## src/rtl/term_char_writer_if.sv

```systemverilog
`default_nettype none
// ============================================================================
//  Module      : term_char_writer_if
//  Description : Bundles the receive handshake, the character-buffer write
//                port and the cursor/status outputs of term_char_writer.
//                master = byte source / buffer sink side (testbench, system),
//                slave  = term_char_writer side.
//  Signals     : rx_data[7:0], rx_valid, rx_ready       (byte stream in)
//                wr_en, wr_addr[AW-1:0], wr_data[7:0]   (buffer write out)
//                cur_x, cur_y, cur_addr [AW-1:0], busy  (cursor / status)
//  Revision    : 1.0 - initial release
// ============================================================================
interface term_char_writer_if #(
    parameter int AW = 13
);
    logic [7:0]    rx_data;
    logic          rx_valid;
    logic          rx_ready;
    logic          wr_en;
    logic [AW-1:0] wr_addr;
    logic [7:0]    wr_data;
    logic [AW-1:0] cur_x;
    logic [AW-1:0] cur_y;
    logic [AW-1:0] cur_addr;
    logic          busy;

    modport master (
        output rx_data, rx_valid,
        input  rx_ready, wr_en, wr_addr, wr_data, cur_x, cur_y, cur_addr, busy
    );

    modport slave (
        input  rx_data, rx_valid,
        output rx_ready, wr_en, wr_addr, wr_data, cur_x, cur_y, cur_addr, busy
    );
endinterface
`default_nettype wire

```

## src/rtl/term_char_writer.sv

```systemverilog
`default_nettype none
// ============================================================================
//  Module      : term_char_writer
//  Description : Terminal front-end between a uart_rx byte stream and a
//                vga_ascii character buffer. Decodes printable and control
//                bytes plus ANSI CSI sequences (ESC [ ...), tracks a cursor
//                and issues single-cycle buffer writes. Includes backspace,
//                home and a hardware clear-screen sweep that back-pressures rx.
//  Ports       : clk, rst (async, active-high)
//                bus (term_char_writer_if.slave): rx_data/rx_valid/rx_ready,
//                wr_en/wr_addr/wr_data, cur_x/cur_y/cur_addr, busy
//  Options     : TERM_CSI_COUNT_EN - decimal CSI argument (repeat count for
//                A/B/C/D, selector for J). Undefined: single steps, J clears.
//  Revision    : 1.0 - initial release
// ============================================================================
module term_char_writer #(
    parameter int COLS    = 80,
    parameter int ROWS    = 60,
    parameter int AW      = 13,
    parameter int CNT_MAX = 99
) (
    input  wire logic          clk,
    input  wire logic          rst,
    term_char_writer_if.slave  bus
);
    localparam logic [1:0] c_IDLE  = 2'd0;
    localparam logic [1:0] c_ESC   = 2'd1;
    localparam logic [1:0] c_CSI   = 2'd2;
    localparam logic [1:0] c_CLEAR = 2'd3;

    localparam int            c_AW1    = AW + 1;
    localparam logic [AW:0]   c_COLS_W = c_AW1'(COLS);
    localparam logic [AW:0]   c_ROWS_W = c_AW1'(ROWS);
    localparam logic [AW-1:0] c_COLS_A = AW'(COLS);
    localparam logic [AW-1:0] c_X_LAST = AW'(COLS - 1);
    localparam logic [AW-1:0] c_Y_LAST = AW'(ROWS - 1);
    localparam logic [AW-1:0] c_A_LAST = AW'(COLS * ROWS - 1);

    generate
        if ((COLS * ROWS > (2 ** AW)) || (CNT_MAX < 1)) begin : g_param_check
            $error("term_char_writer: COLS*ROWS must fit in AW bits and CNT_MAX >= 1");
        end
    endgenerate

    logic [1:0]    r_state;
    logic [AW-1:0] r_x, r_y, r_addr, r_clr;
    logic          r_wr_en;
    logic [AW-1:0] r_wr_addr;
    logic [7:0]    r_wr_data;

    logic [1:0]    w_nstate;
    logic [AW-1:0] w_nx, w_ny;
    logic          w_print;
    logic          w_accept;
    logic          w_j_ok;
    logic [AW:0]   w_step_x, w_step_y;
    logic [AW:0]   w_x_ext, w_y_ext;
    logic [AW:0]   w_right, w_left, w_down, w_up;

    assign w_accept = bus.rx_valid && (r_state != c_CLEAR);

`ifdef TERM_CSI_COUNT_EN
    // Accumulator is 4 bits wider than the argument so arg*10+9 never wraps
    // before the saturation compare.
    localparam int c_AGW = $clog2(CNT_MAX + 1);
    localparam int c_ACW = c_AGW + 4;

    logic [c_AGW-1:0] r_arg;
    logic [c_ACW-1:0] w_arg_ext, w_arg_acc;
    logic [c_AGW-1:0] w_arg_sat, w_arg_n;
    logic             w_csi_start, w_is_digit;

    assign w_csi_start = (r_state == c_ESC) && w_accept && (bus.rx_data == 8'h5B);
    assign w_is_digit  = (r_state == c_CSI) && w_accept &&
                         (bus.rx_data >= 8'h30) && (bus.rx_data <= 8'h39);
    assign w_arg_ext   = {4'b0000, r_arg};
    assign w_arg_acc   = (w_arg_ext << 3) + (w_arg_ext << 1) +
                         {{(c_ACW-4){1'b0}}, bus.rx_data[3:0]};
    assign w_arg_sat   = (w_arg_acc > c_ACW'(CNT_MAX)) ? c_AGW'(CNT_MAX) : w_arg_acc[c_AGW-1:0];
    // Absent or zero argument means one step.
    assign w_arg_n     = (r_arg == '0) ? c_AGW'(1) : r_arg;
    assign w_step_x    = c_AW1'(w_arg_n) % c_COLS_W;
    assign w_step_y    = c_AW1'(w_arg_n) % c_ROWS_W;
    assign w_j_ok      = (r_arg == '0) || (r_arg == c_AGW'(2));

    always_ff @(posedge clk or posedge rst) begin
        if (rst) begin
            r_arg <= '0;
        end else if (w_csi_start) begin
            r_arg <= '0;
        end else if (w_is_digit) begin
            r_arg <= w_arg_sat;
        end
    end
`else
    assign w_step_x = c_AW1'(1);
    assign w_step_y = c_AW1'(1);
    assign w_j_ok   = 1'b1;
`endif

    // Steps are already reduced below COLS/ROWS, so one conditional
    // add/subtract of the modulus wraps correctly.
    assign w_x_ext = {1'b0, r_x};
    assign w_y_ext = {1'b0, r_y};
    assign w_right = (w_x_ext + w_step_x >= c_COLS_W) ? w_x_ext + w_step_x - c_COLS_W
                                                     : w_x_ext + w_step_x;
    assign w_left  = (w_x_ext >= w_step_x) ? w_x_ext - w_step_x
                                           : w_x_ext + c_COLS_W - w_step_x;
    assign w_down  = (w_y_ext + w_step_y >= c_ROWS_W) ? w_y_ext + w_step_y - c_ROWS_W
                                                     : w_y_ext + w_step_y;
    assign w_up    = (w_y_ext >= w_step_y) ? w_y_ext - w_step_y
                                           : w_y_ext + c_ROWS_W - w_step_y;

    always_comb begin
        w_nstate = r_state;
        w_nx     = r_x;
        w_ny     = r_y;
        w_print  = 1'b0;
        case (r_state)
            c_IDLE: begin
                if (w_accept) begin
                    if ((bus.rx_data >= 8'h20) && (bus.rx_data <= 8'h7E)) begin
                        w_print = 1'b1;
                        if (r_x == c_X_LAST) begin
                            w_nx = '0;
                            w_ny = (r_y == c_Y_LAST) ? '0 : r_y + 1'b1;
                        end else begin
                            w_nx = r_x + 1'b1;
                        end
                    end else if (bus.rx_data == 8'h0D) begin
                        w_nx = '0;
                    end else if (bus.rx_data == 8'h0A) begin
                        w_ny = (r_y == c_Y_LAST) ? '0 : r_y + 1'b1;
                    end else if (bus.rx_data == 8'h08) begin
                        w_nx = (r_x == '0) ? '0 : r_x - 1'b1;
                    end else if (bus.rx_data == 8'h1B) begin
                        w_nstate = c_ESC;
                    end
                end
            end
            c_ESC: begin
                if (w_accept) begin
                    w_nstate = (bus.rx_data == 8'h5B) ? c_CSI : c_IDLE;
                end
            end
            c_CSI: begin
                if (w_accept) begin
                    if ((bus.rx_data < 8'h20) || (bus.rx_data >= 8'h7F)) begin
                        w_nstate = c_IDLE;
                    end else if (bus.rx_data >= 8'h40) begin
                        w_nstate = c_IDLE;
                        case (bus.rx_data)
                            8'h41:   w_ny = w_up[AW-1:0];
                            8'h42:   w_ny = w_down[AW-1:0];
                            8'h43:   w_nx = w_right[AW-1:0];
                            8'h44:   w_nx = w_left[AW-1:0];
                            8'h48: begin
                                w_nx = '0;
                                w_ny = '0;
                            end
                            8'h4A: begin
                                if (w_j_ok) begin
                                    w_nstate = c_CLEAR;
                                end
                            end
                            default: ;
                        endcase
                    end
                end
            end
            c_CLEAR: begin
                if (r_clr == c_A_LAST) begin
                    w_nstate = c_IDLE;
                    w_nx     = '0;
                    w_ny     = '0;
                end
            end
            default: w_nstate = c_IDLE;
        endcase
    end

    always_ff @(posedge clk or posedge rst) begin
        if (rst) begin
            r_state   <= c_IDLE;
            r_x       <= '0;
            r_y       <= '0;
            r_addr    <= '0;
            r_clr     <= '0;
            r_wr_en   <= 1'b0;
            r_wr_addr <= '0;
            r_wr_data <= '0;
        end else begin
            r_state <= w_nstate;
            r_x     <= w_nx;
            r_y     <= w_ny;
            r_addr  <= w_ny * c_COLS_A + w_nx;
            r_clr   <= ((r_state == c_CLEAR) && (r_clr != c_A_LAST)) ? r_clr + 1'b1 : '0;
            r_wr_en <= w_print || (r_state == c_CLEAR);
            // Write port holds its last address/data when idle.
            if (w_print) begin
                r_wr_addr <= r_addr;
                r_wr_data <= bus.rx_data;
            end else if (r_state == c_CLEAR) begin
                r_wr_addr <= r_clr;
                r_wr_data <= 8'h20;
            end
        end
    end

    assign bus.rx_ready = (r_state != c_CLEAR);
    assign bus.busy     = (r_state == c_CLEAR);
    assign bus.wr_en    = r_wr_en;
    assign bus.wr_addr  = r_wr_addr;
    assign bus.wr_data  = r_wr_data;
    assign bus.cur_x    = r_x;
    assign bus.cur_y    = r_y;
    assign bus.cur_addr = r_addr;
endmodule
`default_nettype wire

```

## src/flat_wrapper.sv

```systemverilog
// flat-port wrapper written by rule: the top's interface ports become plain ports
module term_char_writer_flat 
#(
    parameter int COLS    = 80,
    parameter int ROWS    = 60,
    parameter int AW      = 13,
    parameter int CNT_MAX = 99
)
  (clk, rst, bus_rx_data, bus_rx_valid, bus_rx_ready, bus_wr_en, bus_wr_addr, bus_wr_data, bus_cur_x, bus_cur_y, bus_cur_addr, bus_busy);
  term_char_writer_if #(.AW(AW)) bus_i ();
  input  wire logic clk;
  input  wire logic rst;
  input wire logic [$bits(bus_i.rx_data)-1:0] bus_rx_data;
  input wire logic [$bits(bus_i.rx_valid)-1:0] bus_rx_valid;
  output wire logic [$bits(bus_i.rx_ready)-1:0] bus_rx_ready;
  output wire logic [$bits(bus_i.wr_en)-1:0] bus_wr_en;
  output wire logic [$bits(bus_i.wr_addr)-1:0] bus_wr_addr;
  output wire logic [$bits(bus_i.wr_data)-1:0] bus_wr_data;
  output wire logic [$bits(bus_i.cur_x)-1:0] bus_cur_x;
  output wire logic [$bits(bus_i.cur_y)-1:0] bus_cur_y;
  output wire logic [$bits(bus_i.cur_addr)-1:0] bus_cur_addr;
  output wire logic [$bits(bus_i.busy)-1:0] bus_busy;
  assign bus_i.rx_data = bus_rx_data;
  assign bus_i.rx_valid = bus_rx_valid;
  assign bus_rx_ready = bus_i.rx_ready;
  assign bus_wr_en = bus_i.wr_en;
  assign bus_wr_addr = bus_i.wr_addr;
  assign bus_wr_data = bus_i.wr_data;
  assign bus_cur_x = bus_i.cur_x;
  assign bus_cur_y = bus_i.cur_y;
  assign bus_cur_addr = bus_i.cur_addr;
  assign bus_busy = bus_i.busy;
  term_char_writer #(.COLS(COLS), .ROWS(ROWS), .AW(AW), .CNT_MAX(CNT_MAX)) u_core (.clk(clk), .rst(rst), .bus(bus_i));
endmodule
```

## config.mk

```make
export PLATFORM = sky130hd
export DESIGN_NAME = term_char_writer_flat
export DESIGN_NICKNAME = d
export VERILOG_FILES = /design/src/rtl/term_char_writer_if.sv /design/src/rtl/term_char_writer.sv /design/src/flat_wrapper.sv
export SDC_FILE = /design/constraint.sdc
export NUM_CORES = 1
export LEC_CHECK = 0
export CAP_MARGIN = 0
export CORE_UTILIZATION = 55
export CTS_CLUSTER_SIZE = 30
export DETAILED_ROUTE_END_ITERATION = 8
export PLACE_DENSITY_LB_ADDON = 0.2
export SLEW_MARGIN = 20
export SYNTH_ARGS = -nofsm -noshare
export SYNTH_HDL_FRONTEND = slang
export SYNTH_SLANG_ARGS = --single-unit
```

## constraint.sdc

```tcl
create_clock -name clk -period 5.7 [get_ports clk]
set_input_delay 0.855 -clock clk [delete_from_list [all_inputs] [get_ports clk]]
set_output_delay 0.855 -clock clk [all_outputs]
set_load 0.1 [all_outputs]
```

Word level (Yosys, flattened, before mapping)
Cells that the tools add are included.
{ "totals": {"ff_bits": 76, "output_inout_bits": 63, "elab_cells": 122} }
{ "classes": {"add_sub_neg": 15, "n_mul": 1, "order_cmp": 9, "n_eq_ne": 29, "muxes": 51, "reduce_logical": 9} }
{ "op_table": {"columns": ["operator", "count"], "rows": [
  ["13-bit two-way mux", 28],
  ["13-bit case mux with 3 select lines", 4],
  ["13-bit by 1-bit subtractor with 13-bit output (second input constant)", 5],
  ["8-bit by 7-bit equality test with 1-bit output (second input constant)", 7],
  ["13-bit by 1-bit adder with 13-bit output (second input constant)", 3],
  ["13-bit by 1-bit adder with 14-bit output (second input constant)", 2],
  ["13-bit by 1-bit greater-or-equal comparator with 1-bit output (second input constant)", 2],
  ["2-bit two-way mux", 13],
  ["8-bit by 4-bit equality test with 1-bit output (second input constant)", 3],
  ["8-bit by 7-bit greater-or-equal comparator with 1-bit output (second input constant)", 2],
  ["8-bit two-way mux", 2],
  ["14-bit by 6-bit greater-or-equal comparator with 1-bit output (second input constant)", 1],
  ["14-bit by 7-bit greater-or-equal comparator with 1-bit output (second input constant)", 1],
  ["13-bit adder", 1],
  ["13-bit by 6-bit adder with 13-bit output (second input constant)", 1],
  ["13-bit by 7-bit adder with 13-bit output (second input constant)", 1],
  ["13-bit equality test (second input constant)", 1],
  ["13-bit by 6-bit equality test with 1-bit output (second input constant)", 1],
  ["13-bit by 7-bit equality test with 1-bit output (second input constant)", 1],
  ["13-bit zero test", 1],
  ["13-bit by 3-bit multiplier with 9-bit output (second input constant)", 1],
  ["13-bit inequality test (second input constant)", 1],
  ["13-bit by 6-bit subtractor with 13-bit output (second input constant)", 1],
  ["13-bit by 7-bit subtractor with 13-bit output (second input constant)", 1],
  ["16 further kinds", 30]
]} }

Logic depth before layout (Yosys ltp)
{ "logic_depth": {"word_depth": 10, "depth_mapped": 28} }

Least setup slack after synthesis
Ideal clock, no wire load.
{ "synth_timing": {"path_type": "register -> register", "start": "reg u_core.r_y[1], in the netlist u_core.bus.cur_y[1]", "end": "reg u_core.r_addr[12], in the netlist u_core.bus.cur_addr[12]", "setup_time_ns": 0.079, "arrival_time_ns": 5.728, "required_ns": 5.621, "path_slack_ns": -0.107, "stages_incl_launch_ff": 26, "n_path_buf": 2, "period_less_slack_ns": 5.807, "path_cell_list": "dfrtp_1 > ha_1 > buf_2 > nand4_1 > or4_1 > nand3b_1 > nand3_1 > or2_2 > buf_2 > nand2_1 > xor2_1 > a21oi_1 > o221ai_1 > ha_1 > ha_1 > a21o_1 > a21oi_1 > xnor2_1 > ha_1 > or3_1 > o21ai_0 > a21oi_1 > xnor2_1 > xnor2_2 > xnor2_1 > xor2_1"} }
{ "synth_via": {"elab_chain_cells": 10} }
{ "synth_lines": {"columns": ["item", "line", "rtl"], "rows": [
  ["start, declared", "term_char_writer.sv:46", "logic [AW-1:0] r_x, r_y, r_addr, r_clr;"],
  ["start signal, assigned", "term_char_writer.sv:195", "r_y <= w_ny;"],
  ["13-bit by 1-bit adder with 14-bit output or 13-bit by 6-bit adder with 13-bit output (tied branches)", "term_char_writer.sv:109, term_char_writer.sv:112", null],
  ["13-bit by 6-bit subtractor with 13-bit output, or another cell as far along", "term_char_writer.sv:109", "assign w_down = (w_y_ext + w_step_y >= c_ROWS_W) ? w_y_ext + w_step_y - c_ROWS_W"],
  ["13-bit two-way mux, on equally long branches", "term_char_writer.sv:109, term_char_writer.sv:111", null],
  ["13-bit case mux with 3 select lines", "term_char_writer.sv:152", "case (bus.rx_data)"],
  ["13-bit two-way mux", "term_char_writer.sv:150", "end else if (bus.rx_data >= 8'h40) begin"],
  ["13-bit two-way mux", "term_char_writer.sv:148", "if ((bus.rx_data < 8'h20) || (bus.rx_data >= 8'h7F)) begin"],
  ["13-bit two-way mux", "term_char_writer.sv:147", "if (w_accept) begin"],
  ["13-bit case mux with 3 select lines *", "term_char_writer.sv:119", "case (r_state)"],
  ["named net u_core.w_ny[4]", "term_char_writer.sv:52", "logic [AW-1:0] w_nx, w_ny;"],
  ["13-bit by 3-bit multiplier with 9-bit output *", "term_char_writer.sv:196", "r_addr <= w_ny * c_COLS_A + w_nx;"],
  ["13-bit adder *", "term_char_writer.sv:196", null],
  ["end signal, assigned", "term_char_writer.sv:196", null],
  ["end, declared", "term_char_writer.sv:46", null]
]} }
Mark *: on every way through the listed nets, which the timed path passes. The rest lies on a longest branch.
A chain may end at the register's enable or synchronous reset.

==> impl_results.md <==
- Die footprint: 12,490 sq um
- Initial antenna violation count: 0
- Clk_skew: 0.007486 ns
- Fillcell total: 926
- Hold crit path type: reg -> reg
- Setup crit end kind: flip-flop
- Post-CTS Hold Fix Bufs: 0
- Top cell by count, worst path: xnor2_1
- Final setup viols: 0
- Share of cells above drive strength 1: 0.1508
- Total GRT Usage: 0.3792
- DRT iter0 DRCs: 986
- Syn Inst Count: 858
- Initial Util: 0.5731
- Die width: 111.8 microns
- Max-Cap Viols: 0
- Pleak: 3.531 nW
- Num ports: 74
- First-pass GRT wire length: 37.21 mm
- Async set-reset flop share out of synthesis: 1.000
- Net count after synthesis: 901
- Post-synth top flop: dfrtp_1
- Worst-margin pin slew: ~1.1 ns
- Pins Over Slew Limit: 0
- Vias in the first global route: 6,961
- Clk Latency, worst-skew pair: 0.35 ns
- # H-tree levels: 3
- Yosys warns: 0
- Core Rows: 39
- Routability-driven placement congestion ratio: 0.9999
- Post-synth EDFFs: 0
- N_diodes: 0
- Max-slew headroom: 0.2786
- Worst path max stage delay: between 0.4 and 0.5 ns
- Die Y: 111.8 microns
- Total power: about 3.7 mW
- Register area share after synthesis: 0.2719
- Library cells used by synthesis: 80
- Req. time, crit path: 5.97 ns
- Clock tree buffer depth: 2
- Final hold violations: 0
- Synth Area per Inst: 7.724 sq um
- Final instance area: 8247 sq um
- Hpwl dp: 17.23 mm
- Syn-to-layout area delta: 24.43%
- CTS root buffer: clkbuf_16
- FMAX: 184.6 MHz
- Nets: between 1k and 1.5k
- Setup TNS: 0 ns
- IO buf count: 73
- CP top delay family: compound AO/OA/AOI/OAI gates
- Placed cell areas: just under 8000 sq um
- Worst-path clk slew: 0.07 ns
- Crit share post-route: 0.9504
- Final wirelength: 23.15 mm
- Worst Path Arrival: 5.69 ns
- Routed Antenna Nets: 0
- Netlist Area Pre-Place: 6628 sq um
- Largest net degree at the start of global routing: 73
- Via density: 6.534
- Total CTS buffers: 9
- Remaining DRCs: 6
- CP Max Fanout: 6
- Buf/Inv on CP: 1
- Crit path cell chain: ha_1, and3_1, xnor2_1, ha_1, or3_1, a32oi_1, a21oi_2, o21ba_2, xnor2_1, o221ai_1, a31oi_1, o22ai_2, ha_1, inv_1, fa_1, nor2b_1, o21ai_1, a21boi_1, o21ai_0, a21oi_1, xnor2_1, xnor2_2, xnor2_1, xor2_1
- Worst VDD drop: 0.2719 mV
- CP Class: reg -> reg
- Post-DR wirelength/cell: 20.84 microns
- Core area: ~12,000 sq um
- Pre-antenna DRT Iters: 7
- CP max stage cell: dfrtp_1
- Fin util: 0.7131
- Status: finished with violations
- Post-synthesis register bit count: between 70 and 80
- Failing checks: DRC
- Remaining global-route overflow: 0
- Routed vias: 7,259
- CTS tree: built
- Sink Count: 72
- Critical path launch point type: flip-flop
- PD cells: 445.5 nW/um^2
- Final min period: 5.417 ns
## layer usage
metal	routed length, microns	global-route usage	part of all wire	up-vias
met5	0	0	0	-
met4	1094	0.2153	0.047	0
met3	1707	0.04083	0.074	78
met2	11050	0.6244	0.48	403
met1	9294	0.4853	0.40	3451
li1	-	-	-	3327
## kinds of logic (layout without fill, tap and decap cells)
family                   Yosys count  after routing  share of synthesized area
AO/OA/AOI/OAI                    245            245                     0.2454
XOR/XNOR                          58             58                    0.07778
adder cells (fa/ha/maj)           32             32                    0.06268
buffers and inverters             91            201                    0.05928
flip-flops                        72             72                     0.2719
multiplexers                       9              9                    0.01548
AND/OR/NAND/NOR                  351            351                     0.2675
## power breakdown
group	internal, mW	total [mW]	switching (mW)
sequential	0.632	0.771	0.140
clock	0.303	0.558	0.255
combinational	0.662	2.34	1.68
## worst paths after layout
check	start	to	slack, ns	cells after the start
max in group asynchronous	rst	asynchronous set/reset pin	3.93	3
min reg2reg	u_core.bus.wr_addr[5]$_DFFE_PP0P_	u_core.bus.wr_addr[5]$_DFFE_PP0P_	0.48	2
max	flip-flop	u_core.bus.cur_addr[12]$_DFF_PP0_	0.28	24
max reg2reg	flip-flop	u_core.bus.cur_addr[12]$_DFF_PP0_	0.28	24
min	u_core.bus.wr_addr[5]$_DFFE_PP0P_	u_core.bus.wr_addr[5]$_DFFE_PP0P_	0.48	2
min in group asynchronous	rst	u_core.bus.cur_y[6]$_DFF_PP0_	1.10	3
## layout by cell type, fill, tap and decap left out, types with 20 or more instances in the layout
master           instances
a21oi_1                 46
a22oi_1                 20
buf_4                   80
clkdlybuf4s50_1         67
dfrtp_1                 67
ha_1                    29
inv_1                   30
nand2_1                104
nand3_1                 40
nor2_1                  78
nor3_1                  20
o21ai_0                 69
xnor2_1                 36
xor2_1                  20
## timing repair
item	4_1_cts	5_1_grt
setup endpoints to repair	0	1
gates resized for setup	0	26
setup buffers	0	2
## per-stage QoR
stage                     hold WS, ns  setup slack [ns]  cells
after floorplan                0.4685           0.05283    858
after global routing           0.5122          -0.02353   1111
final                          0.4830            0.2826   1111
after global placement         0.4580          0.006563   1093
after detailed placement       0.4673           -0.1490   1093
after CTS                      0.4826            0.1216   1109
## synthesized netlist by cell type (4+ instances only)
master	n	area share
ha_1	30	0.057
o211ai_1	4	0.0045
a21o_1	7	0.0079
a22oi_1	20	0.023
or3_1	7	0.0066
or2_2	7	0.0066
nand2_1	104	0.059
o31ai_1	7	0.0079
clkbuf_1	34	0.019
a31oi_1	9	0.0085
o21bai_1	4	0.0045
o21ai_0	70	0.053
nor2_1	80	0.045
a21boi_0	5	0.0057
nand4_1	12	0.011
nand3_1	41	0.031
xor2_1	20	0.026
and2_1	10	0.0094
nor2b_1	9	0.0085
o221ai_1	13	0.017
a32oi_1	4	0.0053
nor4_1	10	0.0094
a221oi_1	4	0.0053
a311oi_1	5	0.0066
o22ai_1	6	0.0057
and3_1	19	0.018
inv_1	31	0.018
nand2b_1	7	0.0066
a21oi_1	46	0.035
buf_2	17	0.013
nor3_1	21	0.016
dfrtp_1	72	0.27
mux2i_1	8	0.012
buf_4	6	0.0068
xnor2_1	37	0.049
## cell type report
cell class,instances,area (sq um),area share
sequential,72,1808,0.2192
clock inverter,7,61.31,0.007434
inverter,32,120.1,0.01457
multi-input combinational,695,4507,0.5465
clock buffer,9,225.2,0.02731
tap,143,178.9,0.02170
timing repair buffer,153,1346,0.1633
## worst min-delay path, delay by kind of cell (launching register included)
family,cells,cell delay [ns]
flip-flops,1,0.35
AND/OR/NAND/NOR,2,0.11
(Power assumes the default switching activity.)
